`config.mk`:
```
export PLATFORM = sky130hd
export DESIGN_NAME = ahb_master_arbiter
export DESIGN_NICKNAME = d
export VERILOG_FILES = /design/src/rtl/ahb_master_arbiter.sv
export SDC_FILE = /design/constraint.sdc
export NUM_CORES = 1
export LEC_CHECK = 0
export BUFFER_PORTS_ARGS = -buffer_cell sky130_fd_sc_hd__buf_2
export CELL_PAD_IN_SITES_DETAIL_PLACEMENT = 0
export CELL_PAD_IN_SITES_GLOBAL_PLACEMENT = 1
export CORE_AREA = 5 5 120 122
export CTS_CLUSTER_DIAMETER = 60
export DETAILED_ROUTE_END_ITERATION = 8
export DIE_AREA = 0 0 125 127
export PLACE_DENSITY = 0.79
export SETUP_SLACK_MARGIN = 0.2
export SLEW_MARGIN = 20
export SYNTH_ARGS = -nofsm -noshare
export SYNTH_HDL_FRONTEND = slang
export SYNTH_SLANG_ARGS = --single-unit
```
`constraint.sdc`:
```
create_clock -name HCLK -period 7.15 [get_ports HCLK]
set_input_delay 0.3575 -clock HCLK [delete_from_list [all_inputs] [get_ports HCLK]]
set_output_delay 0.3575 -clock HCLK [all_outputs]
set_load 0.02 [all_outputs]
```
`src/rtl/ahb_master_arbiter.sv`:
```
// Two-master AHB-Lite arbiter: parks on DEF_MASTER, round-robins simultaneous requests,
// honours locked sequences and SEQ bursts, and preempts an owner after MAX_HOLD transfers.
`timescale 1ns/1ps
module ahb_master_arbiter #(
    parameter int unsigned MAX_HOLD   = 16,
    parameter int unsigned DEF_MASTER = 0
) (
    input  logic        HCLK,
    input  logic        HRESET,

    input  logic        M0_HBUSREQ,
    input  logic        M0_HLOCK,
    input  logic [31:0] M0_HADDR,
    input  logic [1:0]  M0_HTRANS,
    input  logic        M0_HWRITE,
    input  logic [2:0]  M0_HSIZE,
    input  logic [31:0] M0_HWDATA,
    output logic        M0_HGRANT,
    output logic        M0_HREADY,
    output logic [31:0] M0_HRDATA,

    input  logic        M1_HBUSREQ,
    input  logic        M1_HLOCK,
    input  logic [31:0] M1_HADDR,
    input  logic [1:0]  M1_HTRANS,
    input  logic        M1_HWRITE,
    input  logic [2:0]  M1_HSIZE,
    input  logic [31:0] M1_HWDATA,
    output logic        M1_HGRANT,
    output logic        M1_HREADY,
    output logic [31:0] M1_HRDATA,

    output logic [31:0] HADDR,
    output logic [1:0]  HTRANS,
    output logic        HWRITE,
    output logic [2:0]  HSIZE,
    output logic [31:0] HWDATA,
    input  logic        HREADY,
    input  logic [31:0] HRDATA,
    output logic        HMASTER,
    output logic        HMASTLOCK
);

    localparam int unsigned CNT_W = 8;

    localparam logic [1:0] ST_PARK = 2'd0;
    localparam logic [1:0] ST_OWN0 = 2'd1;
    localparam logic [1:0] ST_OWN1 = 2'd2;

    localparam logic [1:0] TR_SEQ = 2'b11;

    localparam logic             DEF_IDX    = 1'(DEF_MASTER);
    localparam logic [1:0]       DEF_GRANT  = DEF_IDX ? 2'b10 : 2'b01;
    localparam logic [CNT_W-1:0] HOLD_LIMIT = CNT_W'(MAX_HOLD);
    localparam logic [CNT_W-1:0] HOLD_MAX   = '1;

    logic [1:0]       state;
    logic [1:0]       state_nxt;
    logic [1:0]       grant;
    logic [1:0]       grant_nxt;
    logic             data_master;
    logic             last_owner;
    logic [CNT_W-1:0] hold_cnt;
    logic [CNT_W-1:0] hold_nxt;

    logic [1:0]       own_trans;
    logic             own_lock;
    logic             owner_idx;
    logic             arb_point;

    // Signals of the current address-phase owner decide whether the bus may change hands.
    assign own_trans = HMASTER ? M1_HTRANS : M0_HTRANS;
    assign own_lock  = HMASTER ? M1_HLOCK  : M0_HLOCK;
    assign arb_point = HREADY && (own_trans != TR_SEQ) && !own_lock && !HMASTLOCK;

    always_ff @(posedge HCLK) begin
        if (HRESET) begin
            state <= ST_PARK;
        end else if (HREADY) begin
            state <= state_nxt;
        end
    end

    // Next owner: keep a requesting owner unless it has exhausted its hold budget.
    always_comb begin
        state_nxt = state;
        grant_nxt = DEF_GRANT;
        if (arb_point) begin
            case (state)
                ST_OWN0: begin
                    if (!M0_HBUSREQ) begin
                        state_nxt = M1_HBUSREQ ? ST_OWN1 : ST_PARK;
                    end else if (M1_HBUSREQ && (hold_cnt >= HOLD_LIMIT)) begin
                        state_nxt = ST_OWN1;
                    end
                end
                ST_OWN1: begin
                    if (!M1_HBUSREQ) begin
                        state_nxt = M0_HBUSREQ ? ST_OWN0 : ST_PARK;
                    end else if (M0_HBUSREQ && (hold_cnt >= HOLD_LIMIT)) begin
                        state_nxt = ST_OWN0;
                    end
                end
                default: begin
                    if (M0_HBUSREQ && M1_HBUSREQ) begin
                        state_nxt = last_owner ? ST_OWN0 : ST_OWN1;
                    end else if (M0_HBUSREQ) begin
                        state_nxt = ST_OWN0;
                    end else if (M1_HBUSREQ) begin
                        state_nxt = ST_OWN1;
                    end else begin
                        state_nxt = ST_PARK;
                    end
                end
            endcase
        end
        case (state_nxt)
            ST_OWN0: grant_nxt = 2'b01;
            ST_OWN1: grant_nxt = 2'b10;
            default: grant_nxt = DEF_GRANT;
        endcase
    end

    // Only transfers the granted owner itself places on the bus count toward its budget.
    always_comb begin
        owner_idx = (state == ST_OWN1);
        hold_nxt  = hold_cnt;
        if ((state_nxt != state) || (state_nxt == ST_PARK)) begin
            hold_nxt = '0;
        end else if ((HMASTER == owner_idx) && own_trans[1] && (hold_cnt != HOLD_MAX)) begin
            hold_nxt = hold_cnt + CNT_W'(1);
        end
    end

    always_ff @(posedge HCLK) begin
        if (HRESET) begin
            grant       <= DEF_GRANT;
            HMASTER     <= DEF_IDX;
            HMASTLOCK   <= 1'b0;
            data_master <= DEF_IDX;
            hold_cnt    <= '0;
            last_owner  <= ~DEF_IDX;
        end else if (HREADY) begin
            grant       <= grant_nxt;
            HMASTER     <= grant[1];
            HMASTLOCK   <= grant[1] ? M1_HLOCK : M0_HLOCK;
            data_master <= HMASTER;
            hold_cnt    <= hold_nxt;
            if (state_nxt != ST_PARK) begin
                last_owner <= (state_nxt == ST_OWN1);
            end
        end
    end

    assign M0_HGRANT = grant[0];
    assign M1_HGRANT = grant[1];

    assign HADDR  = HMASTER ? M1_HADDR  : M0_HADDR;
    assign HTRANS = HMASTER ? M1_HTRANS : M0_HTRANS;
    assign HWRITE = HMASTER ? M1_HWRITE : M0_HWRITE;
    assign HSIZE  = HMASTER ? M1_HSIZE  : M0_HSIZE;
    assign HWDATA = data_master ? M1_HWDATA : M0_HWDATA;

    assign M0_HREADY = HREADY;
    assign M1_HREADY = HREADY;
    assign M0_HRDATA = HRDATA;
    assign M1_HRDATA = HRDATA;

endmodule

```
==> run summary, run 1 <==
The flow ran to the end, and the final reports show no timing, DRC or antenna violations. The area of the die came out at 15880 sq um. The first-pass iteration count of the detailed router is 4. The routed design has 9502 um of wire. The first-iteration detailed-routing DRC count came out at 113. The die boundary height came out at 127 um. The biggest area contributor in the post-synthesis netlist is sky130_fd_sc_hd__mux2_2. The time the final worst path needs with I/O delays and setup is 2.595 ns. The transition time at the pin with the least slew margin came out at 0.9701 ns. The clock share of power came out at 30.5%. The post-CTS setup buffer count came out at 0. The deepest clock path buffer count is 2. The worst IR drop on VDD came out at 0.05459 mV.

The share of layout cells above drive strength 1 is 74.82%. The path class of the lowest-slack min-delay path is in2reg. The layout has 1410 filler cells. The internal portion of the total power is 0.0002336 W.

Setup repair after global routing left no endpoint under its margin. The final worst-path cycle share came out at 36.29%. The area used by sequential logic in the layout is 321.6 sq um.

The maximum clock skew at final layout is 0.002870 ns. Setup violations remaining at the end of the flow were counted as 0. The accumulated negative setup slack is 0 ns. The overall power consumption came out at 0.0003456 W. In this run, post-CTS repair resized a total of 0 instances.

The CTS H-tree depth came out at 1. The area share of the largest cell type after synthesis is 32.81%. The detailed router placed 2465 vias in this run. The number of nets in the synthesized netlist is 449. The initial antenna violation count came out at 2. For this configuration, the core starts out at a cell density of 18.36%.

The instance count of the mapped netlist is 266. The overall global routing resource usage came out at 10.91%. The clock root buffer is sky130_fd_sc_hd__clkbuf_16. Data on the critical path is required at its endpoint by 7.28 ns. The width of the die came out at 125 um. For this run, the number of Yosys warnings is 0. Routability-driven placement finished with a final weighted congestion of 0.8137.

The post-synthesis instance area is 2402 sq um. The pin count of the biggest net entering global routing came out at 46. The max-capacitance violation count is 0. The total congestion overflow came out at 0. The number of flops mapped to enable cells by yosys is 0. Clock-pin slew was measured on the worst setup and hold paths at 0.05 ns.

Among all flip-flop cells after synthesis, the most frequent one is sky130_fd_sc_hd__dfxtp_1. The leakage dissipation is 1.508 nW. Before CTS, the worst setup slack after placement is 4.539 ns. The total power density per cell area came out at 105.6 nW/um^2.

STA classifies the critical path startpoint as a register. The count of cell types in the netlist is 48. The count of endpoints failing hold in the final timing report came to 0. The final-report max-slew violation count is 0. In the final routed layout, each cell accounts on average for 16.13 um. The highest achievable clock rate came out at 385.4 MHz. The part of the total power dissipated in combinational logic came out at 42.1%. The count of state elements after synthesis is 16. Net switching is 32.41% of the power. The sequential share of power is 27.4%.

The multi-input combinational cell area is 1511 sq um. The number of remaining DRC errors came out at 0. The wire length of the first global-routing pass is 14120 um. STA classifies the critical path endpoint as a register. The quantity of I/O buffers inserted on ports came out at 222. For this design the top-level I/O count stands at 319. The floorplan has 42 rows.

The worst path arrival time came out at 2.73 ns. In this run, CTS created clock tree buffers numbering 3. The hold-fix buffer count after cts came out at 0. The post-detailed-route via-to-cell ratio came out at 4.185. The number of nets still failing antenna checks after routing came out at 0. The final net count is 598.

The synthesis-to-finish area growth came out at 36.25%. The post-synthesis async set-or-reset flop share is 0%. The net switching power figure came out at 0.0001120 W. The count of inserted antenna diode cells came out at 0. The post-synthesis sequential area ratio is 13.33%. The number of global-route vias before repair was 2636. Detailed placement ended at an HPWL of 8405 um. The clock drives 16 sinks. Along the worst path, the maximum fanout reaches 45. The placeable core area is 13090 sq um.

By startpoint and endpoint, the worst setup path is classified as reg2reg. The worst relative slew slack is 35.32%. By area the synthesized netlist is led by sky130_fd_sc_hd__mux2_2 (33%), sky130_fd_sc_hd__buf_4 (21%), sky130_fd_sc_hd__dfxtp_1 (13%).

The mean instance size in the synthesized netlist is 9.031 sq um. At the later pin of the worst-skew pair, clock insertion delay measures 0.24 ns. TritonCTS built the clock tree. The worst path setup slack after routing came out at 4.555 ns.
-- placed cells by master (no fill, tap or decap), drive strengths merged, types with 3 or more instances in the layout --
cell,count
a211oi,3
inv,7
a2111oi,6
dfxtp,16
ha,4
o31ai,3
nor4,4
nor2,11
o21ai,5
xnor2,3
mux2i,5
mux2,70
nor3,5
buf,223
nand2,9
clkbuf,3
-- critical path, stage by stage (launching register included) --
cell and delay [ns]:
sky130_fd_sc_hd__dfxtp_2 0.96, sky130_fd_sc_hd__a31oi_1 0.31, sky130_fd_sc_hd__or2_2 0.42, sky130_fd_sc_hd__nor4_1 0.34
sky130_fd_sc_hd__o21bai_1 0.17, sky130_fd_sc_hd__o31a_1 0.26
-- cells in the mapped netlist, drive strengths merged, types with 2 or more instances --
cell / number
mux2: 70
buf: 67
dfxtp: 16
clkbuf: 12
nor2: 11
nand2: 9
inv: 7
a2111oi: 6
mux2i: 5
nor3: 5
o21ai: 5
ha: 4
nor4: 4
a211oi: 3
o31ai: 3
xnor2: 3
a31oi: 2
and3: 2
nand2b: 2
nand3: 2
nand4: 2
nor2b: 2
nor3b: 2
nor4b: 2
o31a: 2
or3: 2
or4: 2
xor2: 2
-- worst paths after layout --
check / cells past startpoint / start / to / slack, ns
setup / recovery: 5 / HMASTER / last_owner / 4.56
hold / removal: 2 / HRESET / data_master / 0.49
setup reg to reg: 5 / HMASTER / last_owner / 4.56
hold reg to reg: 2 / HMASTLOCK / HMASTLOCK / 0.50
-- per-stage QoR --
stage | cells | util (%) | area [sq um] | hold slack, ns
floorplan | 266 | - | 2402 | 0.4738
global placement | 586 | 24.44 | 3198 | 0.4856
detailed placement | 586 | 24.44 | 3198 | 0.4881
CTS | 589 | 25.01 | 3273 | 0.4841
global route | 589 | 25.01 | 3273 | 0.4961
finish | 589 | 25.01 | 3273 | 0.4930
-- registers in the layout (all words and copies together) (netlist names) --
register / count
HMASTLOCK: 1
hold_cnt: 8
state: 2
data_master: 1
grant: 2
last_owner: 1
HMASTER: 1
-- layer usage --
layer / vias up / share of wire (%) / wire length, um / GRT usage (%)
li1: 1191 / - / - / -
met2: 137 / 54 / 5101 / 20.78
met3: 19 / 8.4 / 797 / 3.673
met5: - / 0 / 0 / 0
met1: 1118 / 37 / 3537 / 12.16
met4: 0 / 0.68 / 65 / 1.212
-- cell type report --
class                   instances  area share [%]
clock buffers                   3           2.294
repair buffers                223           34.17
flip-flops and latches         16           9.824
inverters                       7          0.8028
multi-input cells             164           46.18
well taps                     176           6.728
-- power by group through the flow --
stage | registers (W) | clock network (W) | logic [W]
2_1_floorplan | 0.0000957 | 0 | 0.000129
3_3_place_gp | 0.0000962 | 0 | 0.000144
3_5_place_dp | 0.0000963 | 0 | 0.000146
4_1_cts | 0.0000946 | 0.000108 | 0.000147
5_1_grt | 0.0000948 | 0.000114 | 0.000157
6_report | 0.0000946 | 0.000106 | 0.000145
-- kinds of logic after synthesis --
| kind of cell | Yosys count | synth area share (%) |
|---|---|---|
| compound gates | 29 | 11.30 |
| buf+inv | 86 | 23.75 |
| flops | 16 | 13.33 |
| simple gates | 51 | 12.81 |
| mux | 75 | 34.90 |
| xor+xnor | 5 | 1.823 |
| fa+ha+maj | 4 | 2.083 |
No activity file was read; power rests on OpenSTA's default activity.
==> run 2: changes to the inputs <==
Settings changed: CORE_AREA 5 5 120 122 to default, CORE_MARGIN from default to 5, CORE_UTILIZATION from default to 18, DIE_AREA 0 0 125 127 to default, PLACE_DENSITY 0.79 to 0.8.
Clock period 7.15 ns to 2.3 ns, I/O delays scaled along.
==> run 2 against run 1 <==
Cell area is 7.0% higher. Fmax is 20% higher. Global-route usage is 0.82 points higher. Sequential cell count stayed put. Non-clock buffer count is 13 higher. Largest cell class unchanged. First-iteration DRC count is 23% lower. Highest routed layer is now met5. Hold slack worse by 0.27 ns. Utilization is 1.5 points higher. Count of clock-buffer cells in the layout is 1 higher. Clock power grew to 3.6 times the previous value. Die area is 0.75% lower. Power grew to 3.3 times the previous value.
==> run summary, run 2 (synthesis results as in run 1) <==
Result of the run: complete, no violations (unchanged). The initial core utilization came to 18.21% (was 18.36%). The quantity of I/O buffers inserted on ports came out at 222 (unchanged). The pre-CTS setup slack came out at 0.1160 ns (was 4.539 ns). The slowest stage cell on the critical path is sky130_fd_sc_hd__or4_4 (was sky130_fd_sc_hd__dfxtp_2).

The transition time at the pin with the least slew margin came out at 0.4843 ns (was 0.9701 ns). The overall global routing resource usage came out at 11.74% (was 10.91%). The total power density per cell area came out at 330.0 nW/um^2 (was 105.6 nW/um^2). The placed wire-length estimate is 8701 um (was 8405 um).

The first-iteration detailed-routing DRC count was 87 (was 113). The width of the die came out at 125.5 um (was 125 um). The post-detailed-route via-to-cell ratio is 4.096 (was 4.185). The number of remaining DRC errors came to 0 (unchanged). The worst relative slew slack is 67.71% (was 35.32%). The cell count of the worst reg-to-reg path is 8 (was 5). The number of cells on the critical path is 8 (was 5). The top register by number of flip-flops was hold_cnt (unchanged). The CTS tree is yes (unchanged). RSZ-0062 raised after global routing: true (was false). The start-to-end type of the worst setup path is reg2reg (unchanged). The placement row count came to 42 (unchanged). The worst IR drop on VDD came out at 0.1912 mV (was 0.05459 mV). Series of cell instances along the critical path: or4_4 -> o221ai_4 -> nor4_4 -> buf_4 -> nor3_4 -> o31ai_4 -> buf_12 -> a2111oi_2 (was a31oi_1 -> or2_2 -> nor4_1 -> o21bai_1 -> o31a_1). The pin count of the biggest net entering global routing came to 40 (was 46).

The count of endpoints failing hold in the final timing report is 0 (unchanged). The required time of the worst setup path was 2.44 ns (was 7.28 ns). The final net count is 611 (was 598). The placeable core area was 13190 sq um (was 13090 sq um). The deepest clock path buffer count came out at 2 (unchanged). The number of clock buffers inserted by TritonCTS is 3 (unchanged). The number of global-route vias before repair is 2670 (was 2636). The leakage dissipation came to 1.597 nW (was 1.508 nW). The startpoint of the lowest-slack register-to-register path is hold_cnt[4] (was HMASTER). The area of the die was 15760 sq um (was 15880 sq um). The worst hold path startpoint is M0_HLOCK (was HRESET).

The number of endpoints failing setup at the final stage came out at 0 (unchanged). The worst path setup slack after routing is 0.1331 ns (was 4.555 ns). The critical path startpoint category is a register (unchanged). The clock latency at the later pin of the worst-skew pair came to 0.25 ns (was 0.24 ns). The sum of routed wire length over all layers came out at 9917 um (was 9502 um). Registers with the highest flip-flop counts: hold_cnt: 8 flops, grant: 2 flops, state: 2 flops (unchanged).

The wire length of the first global-routing pass came out at 14880 um (was 14120 um). The average wire length per cell after detail routing came out at 16.45 um (was 16.13 um). The worst path arrival time came out at 2.31 ns (was 2.73 ns). The final weighted congestion in routability-driven placement came out at 0.8007 (was 0.8137). The family with the most delay on the worst path was simple AND/OR/NAND/NOR gates (was flip-flops).

The number of top-level pins was 319 (unchanged). The first-pass iteration count of the detailed router is 4 (unchanged). The clock root buffer is sky130_fd_sc_hd__clkbuf_16 (unchanged).

The hold-fix buffer count after cts came to 0 (unchanged). The final worst-path cycle share came out at 94.21% (was 36.29%). The nature of the critical path endpoint is a register (unchanged).

The sink count of the clock tree is 16 (unchanged). The area used by sequential logic in the layout is 326.6 sq um (was 321.6 sq um). The time the final worst path needs with I/O delays and setup came out at 2.167 ns (was 2.595 ns). The number of cells on the worst hold path is 3 (was 2). The multi-input combinational cell area is 1613 sq um (was 1511 sq um). The number of filler cells placed in the layout is 1413 (was 1410).

The die boundary height is 125.5 um (was 127 um). The flip-flop count of the largest register, all copies and words added is 8 (unchanged). The highest achievable clock rate came out at 461.5 MHz (was 385.4 MHz). The most frequent standard cell in the layout excluding fill and tap cells is sky130_fd_sc_hd__buf_2 (unchanged). The via count of the routed design is 2470 (was 2465). The number of nets still failing antenna checks after routing came out at 0 (unchanged). The share of layout cells above drive strength 1 is 78.45% (was 74.82%). The initial antenna violation count came out at 4 (was 2). The delay of the slowest cell on the worst path is 0.58 ns (was 0.96 ns).

The share of the core filled with cells was 26.56% (was 25.01%). The accumulated negative setup slack is 0 ns (unchanged). The CTS H-tree depth is 1 (unchanged). The clock edge transition at the registers on the reported setup and hold paths came out at 0.05 ns (about the same). The maximum fanout encountered on the critical timing path came out at 8 (was 45).

The launching instance or port of the critical path is hold_cnt[4] (was HMASTER). The final-report max-slew violation count is 0 (unchanged). The path class of the lowest-slack min-delay path is in2reg (unchanged).

The buffering stage count on the worst path with inverters included came to 2 (was 0). The synthesis-to-finish area growth came out at 45.83% (was 36.25%). The count of inserted antenna diode cells came to 0 (unchanged). Most used cells in the layout excluding fill and tap cells: sky130_fd_sc_hd__buf_2 (222), sky130_fd_sc_hd__mux2_2 (70), sky130_fd_sc_hd__buf_4 (13), sky130_fd_sc_hd__dfxtp_1 (11), sky130_fd_sc_hd__nor2_1 (11) (was sky130_fd_sc_hd__buf_2 (222), sky130_fd_sc_hd__mux2_2 (70), sky130_fd_sc_hd__dfxtp_1 (15), sky130_fd_sc_hd__nor2_1 (11), sky130_fd_sc_hd__nand2_1 (9)). The max-capacitance violation count came out at 0 (unchanged). The maximum clock skew at final layout is 0.002728 ns (was 0.002870 ns).

The total congestion overflow was 0 (unchanged).
-- run 2: cell types whose count changed in the layout (fill, tap and decap cells not counted), moves of 3 or more --
cell and delta:
sky130_fd_sc_hd__dfxtp_2 +4, sky130_fd_sc_hd__dfxtp_1 -4, sky130_fd_sc_hd__a2111oi_4 +3, sky130_fd_sc_hd__a2111oi_1 -6, sky130_fd_sc_hd__a2111oi_2 +3, sky130_fd_sc_hd__buf_4 +12
-- run 2: repair_timing --
item,in CTS,in global routing
pin swaps,9,6
endpoints found under the setup margin,8,12
setup buffers,4,1
resized for setup,13,5
gates cloned,0,0
-- run 2: final timing paths --
kind	endpoint	slack, ns
worst max-delay path	hold_cnt[0]	0.13
worst min-delay path	HMASTLOCK	0.22
worst max register to register	hold_cnt[0]	0.13
worst min register to register	data_master	0.50
-- run 2: metal layers --
layer	routed length, um	global-route usage [%]
met1	3776	13.62
met4	155	2.296
met3	779	3.326
met5	13	0
met2	5191	21.49
-- run 2: final cells by class --
type	instances	share of cell area [%]
repair buffers	236	35.07
multi-input cells	164	46.04
well taps	176	6.286
flip-flops and latches	16	9.321
inverters	7	0.7500
clock buffers	4	2.536
-- run 2: stage by stage --
step                total power [W]  hold WS (ns)  std cells  cell area (sq um)
detailed placement        0.0007631        0.2302        594               3266
global route               0.001218        0.2300        603               3503
finish                     0.001156        0.2231        603               3503
CTS                        0.001164        0.2302        602               3463
floorplan                 0.0007003        0.3426        266               2410
global placement          0.0007619        0.2302        594               3266
-- run 2: worst min-delay path: cells and delay by family --
family | cells | cell delay (ns)
buffers and inverters | 1 | 0.11
muxes | 1 | 0.12
AOI/OAI and AO/OA | 1 | 0.08
-- run 2: power by group --
part / internal, W / switching, W
sequential: 0.000284 / 0.00000624
clock: 0.000265 / 0.000115
combinational: 0.000231 / 0.000256
total: 0.000779 / 0.000377
==> run 3: changes to the inputs <==
Settings changed: CELL_PAD_IN_SITES_DETAIL_PLACEMENT 0 to 1, CELL_PAD_IN_SITES_GLOBAL_PLACEMENT 1 to 2, CORE_UTILIZATION 18 to 13.
==> run 3 against run 2 <==
Utilization is 6.0 points lower. Fmax is 1.1% lower. Highest routed layer is now met4. Critical path depth is 1 lower. Largest power group unchanged. Routed wire length is 20% higher. Count of clock-buffer cells in the layout stayed put.
==> run summary, run 3 (synthesis results as in run 1) <==
The worst path arrival time is 2.29 ns (was 2.31 ns). The pin count of the biggest net entering global routing came out at 33 (was 40). The placeable core area is 18090 sq um (was 13190 sq um).

The max-capacitance violation count was 0 (unchanged). The count of endpoints failing hold in the final timing report came out at 0 (unchanged). The placed wire-length estimate came to 10100 um (was 8701 um). The overall power consumption came out at 0.001180 W (was 0.001156 W). The final-report max-slew violation count is 0 (unchanged). The flip-flop count of the largest register, all copies and words added is 8 (unchanged). The CTS tree is yes (unchanged).

The number of top-level pins came out at 319 (unchanged). The final net count came to 617 (was 611). The die boundary height came out at 145.9 um (was 125.5 um). The post-detailed-route via-to-cell ratio came out at 3.847 (was 4.096). The CTS H-tree depth is 1 (unchanged). The critical path startpoint category was a register (unchanged).

The accumulated negative setup slack is 0 ns (unchanged). Result of the run: complete, no violations (unchanged). Most used cells in the layout excluding fill and tap cells: sky130_fd_sc_hd__buf_2 (222), sky130_fd_sc_hd__mux2_2 (70), sky130_fd_sc_hd__buf_4 (16), sky130_fd_sc_hd__dfxtp_1 (12), sky130_fd_sc_hd__nor2_1 (11) (was sky130_fd_sc_hd__buf_2 (222), sky130_fd_sc_hd__mux2_2 (70), sky130_fd_sc_hd__buf_4 (13), sky130_fd_sc_hd__dfxtp_1 (11), sky130_fd_sc_hd__nor2_1 (11)). The most frequent standard cell in the layout excluding fill and tap cells was sky130_fd_sc_hd__buf_2 (unchanged). The total congestion overflow came out at 0 (unchanged). The highest achievable clock rate is 456.3 MHz (was 461.5 MHz).

The number of remaining DRC errors came out at 0 (unchanged). The sink count of the clock tree came to 16 (unchanged). The share of layout cells above drive strength 1 came to 80.60% (was 78.45%). The required time of the worst setup path is 2.40 ns (was 2.44 ns). The hold-fix buffer count after cts is 0 (unchanged). The average wire length per cell after detail routing was 17.93 um (was 16.45 um). The placed standard-cell area is 3347 sq um (was 3266 sq um). The worst relative slew slack is 54.32% (was 67.71%). The number of global-route vias before repair came out at 2865 (was 2670). The area of the die is 21300 sq um (was 15760 sq um).

The initial antenna violation count came out at 0 (was 4). The share of the core filled with cells is 20.57% (was 26.56%). The wire length of the first global-routing pass came out at 17060 um (was 14880 um).

The synthesis-to-finish area growth came to 54.84% (was 45.83%). The clock latency at the later pin of the worst-skew pair came out at 0.24 ns (was 0.25 ns). RSZ-0062 raised after global routing: true (unchanged). The initial core utilization came out at 13.28% (was 18.21%). The sum of routed wire length over all layers came out at 11870 um (was 9917 um). The first-pass iteration count of the detailed router was 4 (unchanged). The path class of the lowest-slack min-delay path is in2reg (unchanged). The via count of the routed design is 2547 (was 2470). The transition time at the pin with the least slew margin was 0.6819 ns (was 0.4843 ns). The number of endpoints failing setup at the final stage is 0 (unchanged). The maximum clock skew at final layout is 0.001173 ns (was 0.002728 ns). The number of clock buffers inserted by TritonCTS came out at 3 (unchanged). The time the final worst path needs with I/O delays and setup came out at 2.191 ns (was 2.167 ns). The count of inserted antenna diode cells came out at 0 (unchanged). The first-iteration detailed-routing DRC count came out at 68 (was 87). The final weighted congestion in routability-driven placement came out at 0.7588 (was 0.8007). The top register by number of flip-flops is hold_cnt (unchanged). The maximum fanout encountered on the critical timing path was 8 (unchanged). The total power density per cell area is 317.3 nW/um^2 (was 330.0 nW/um^2). The post-route cell area came out at 3720 sq um (was 3503 sq um). The leakage dissipation came to 1.643 nW (was 1.597 nW). The nature of the critical path endpoint is a register (unchanged). The width of the die came out at 145.9 um (was 125.5 um). The clock root buffer is sky130_fd_sc_hd__clkbuf_16 (unchanged). The deepest clock path buffer count is 2 (unchanged). The final worst-path cycle share came out at 95.28% (was 94.21%). The number of nets still failing antenna checks after routing is 0 (unchanged).

The pre-CTS setup slack came out at 0.1106 ns (was 0.1160 ns). The quantity of I/O buffers inserted on ports is 222 (unchanged). Registers with the highest flip-flop counts: hold_cnt: 8 flops, grant: 2 flops, state: 2 flops (unchanged). The placement row count came out at 49 (was 42).

The overall global routing resource usage is 10.14% (was 11.74%). The worst path setup slack after routing came out at 0.1086 ns (was 0.1331 ns). The start-to-end type of the worst setup path is reg2reg (unchanged).

The clock edge transition at the registers on the reported setup and hold paths came out at 0.05 ns (about the same). The worst IR drop on VDD came out at 0.1669 mV (was 0.1912 mV).
-- run 3: cell types whose count changed in the layout (fill, tap and decap cells not counted), moves of 2 or more --
cell and change:
sky130_fd_sc_hd__a2111oi_2 -3, sky130_fd_sc_hd__o21ai_1 -4, sky130_fd_sc_hd__dfxtp_2 -2, sky130_fd_sc_hd__o21ai_2 +4
sky130_fd_sc_hd__buf_4 +3, sky130_fd_sc_hd__buf_6 +3, sky130_fd_sc_hd__a2111oi_4 +3
-- run 3: repair_timing --
item | CTS | global route
buffers inserted | 2 | 7
gates resized for setup | 5 | 30
pin swaps | 7 | 13
endpoints found under the setup margin | 11 | 13
-- run 3: worst paths after layout --
check               from          end  slack, ns  cells after the start
max reg2reg  hold_cnt[6]  hold_cnt[4]       0.11                      7
min             M0_HLOCK    HMASTLOCK       0.23                      3
max          hold_cnt[6]  hold_cnt[4]       0.11                      7
min reg2reg  data_master  data_master       0.50                      2
-- run 3: metal layers --
metal	routed length (um)	vias up	track usage (%)	part of all wire (%)
met5	0	-	0	0
met2	6314	144	18.68	53
li1	-	1226	-	-
met4	71	0	1.425	0.60
met1	4384	1168	10.95	37
met3	1098	9	4.485	9.3
-- run 3: worst max-delay path, stage by stage (launching register included) --
cell	delay (ns)
sky130_fd_sc_hd__dfxtp_1	0.32
sky130_fd_sc_hd__or4_4	0.55
sky130_fd_sc_hd__nor2b_4	0.16
sky130_fd_sc_hd__nor4_4	0.35
sky130_fd_sc_hd__nor3_2	0.12
sky130_fd_sc_hd__o31ai_4	0.30
sky130_fd_sc_hd__buf_12	0.19
sky130_fd_sc_hd__a2111oi_4	0.04
-- run 3: area by class of cell --
cell class,count,area (sq um)
tap,229,286.5
sequential,16,327.8
inverter,7,26.28
clock buffer,4,88.84
timing repair buffer,242,1285
fill,2153,14370
multi-input combinational,164,1705
-- run 3: power breakdown --
group	switching (W)	total, W	internal (W)
sequential	0.00000669	0.000290	0.000283
combinational	0.000276	0.000519	0.000244
clock	0.000107	0.000371	0.000264
-- run 3: per-stage QoR --
| step | hold WS (ns) | cells |
|---|---|---|
| 6_report | 0.2275 | 662 |
| 5_1_grt | 0.2300 | 662 |
| 4_1_cts | 0.2302 | 655 |
| 3_5_place_dp | 0.2302 | 649 |
| 3_3_place_gp | 0.2302 | 649 |
| 2_1_floorplan | 0.3426 | 266 |
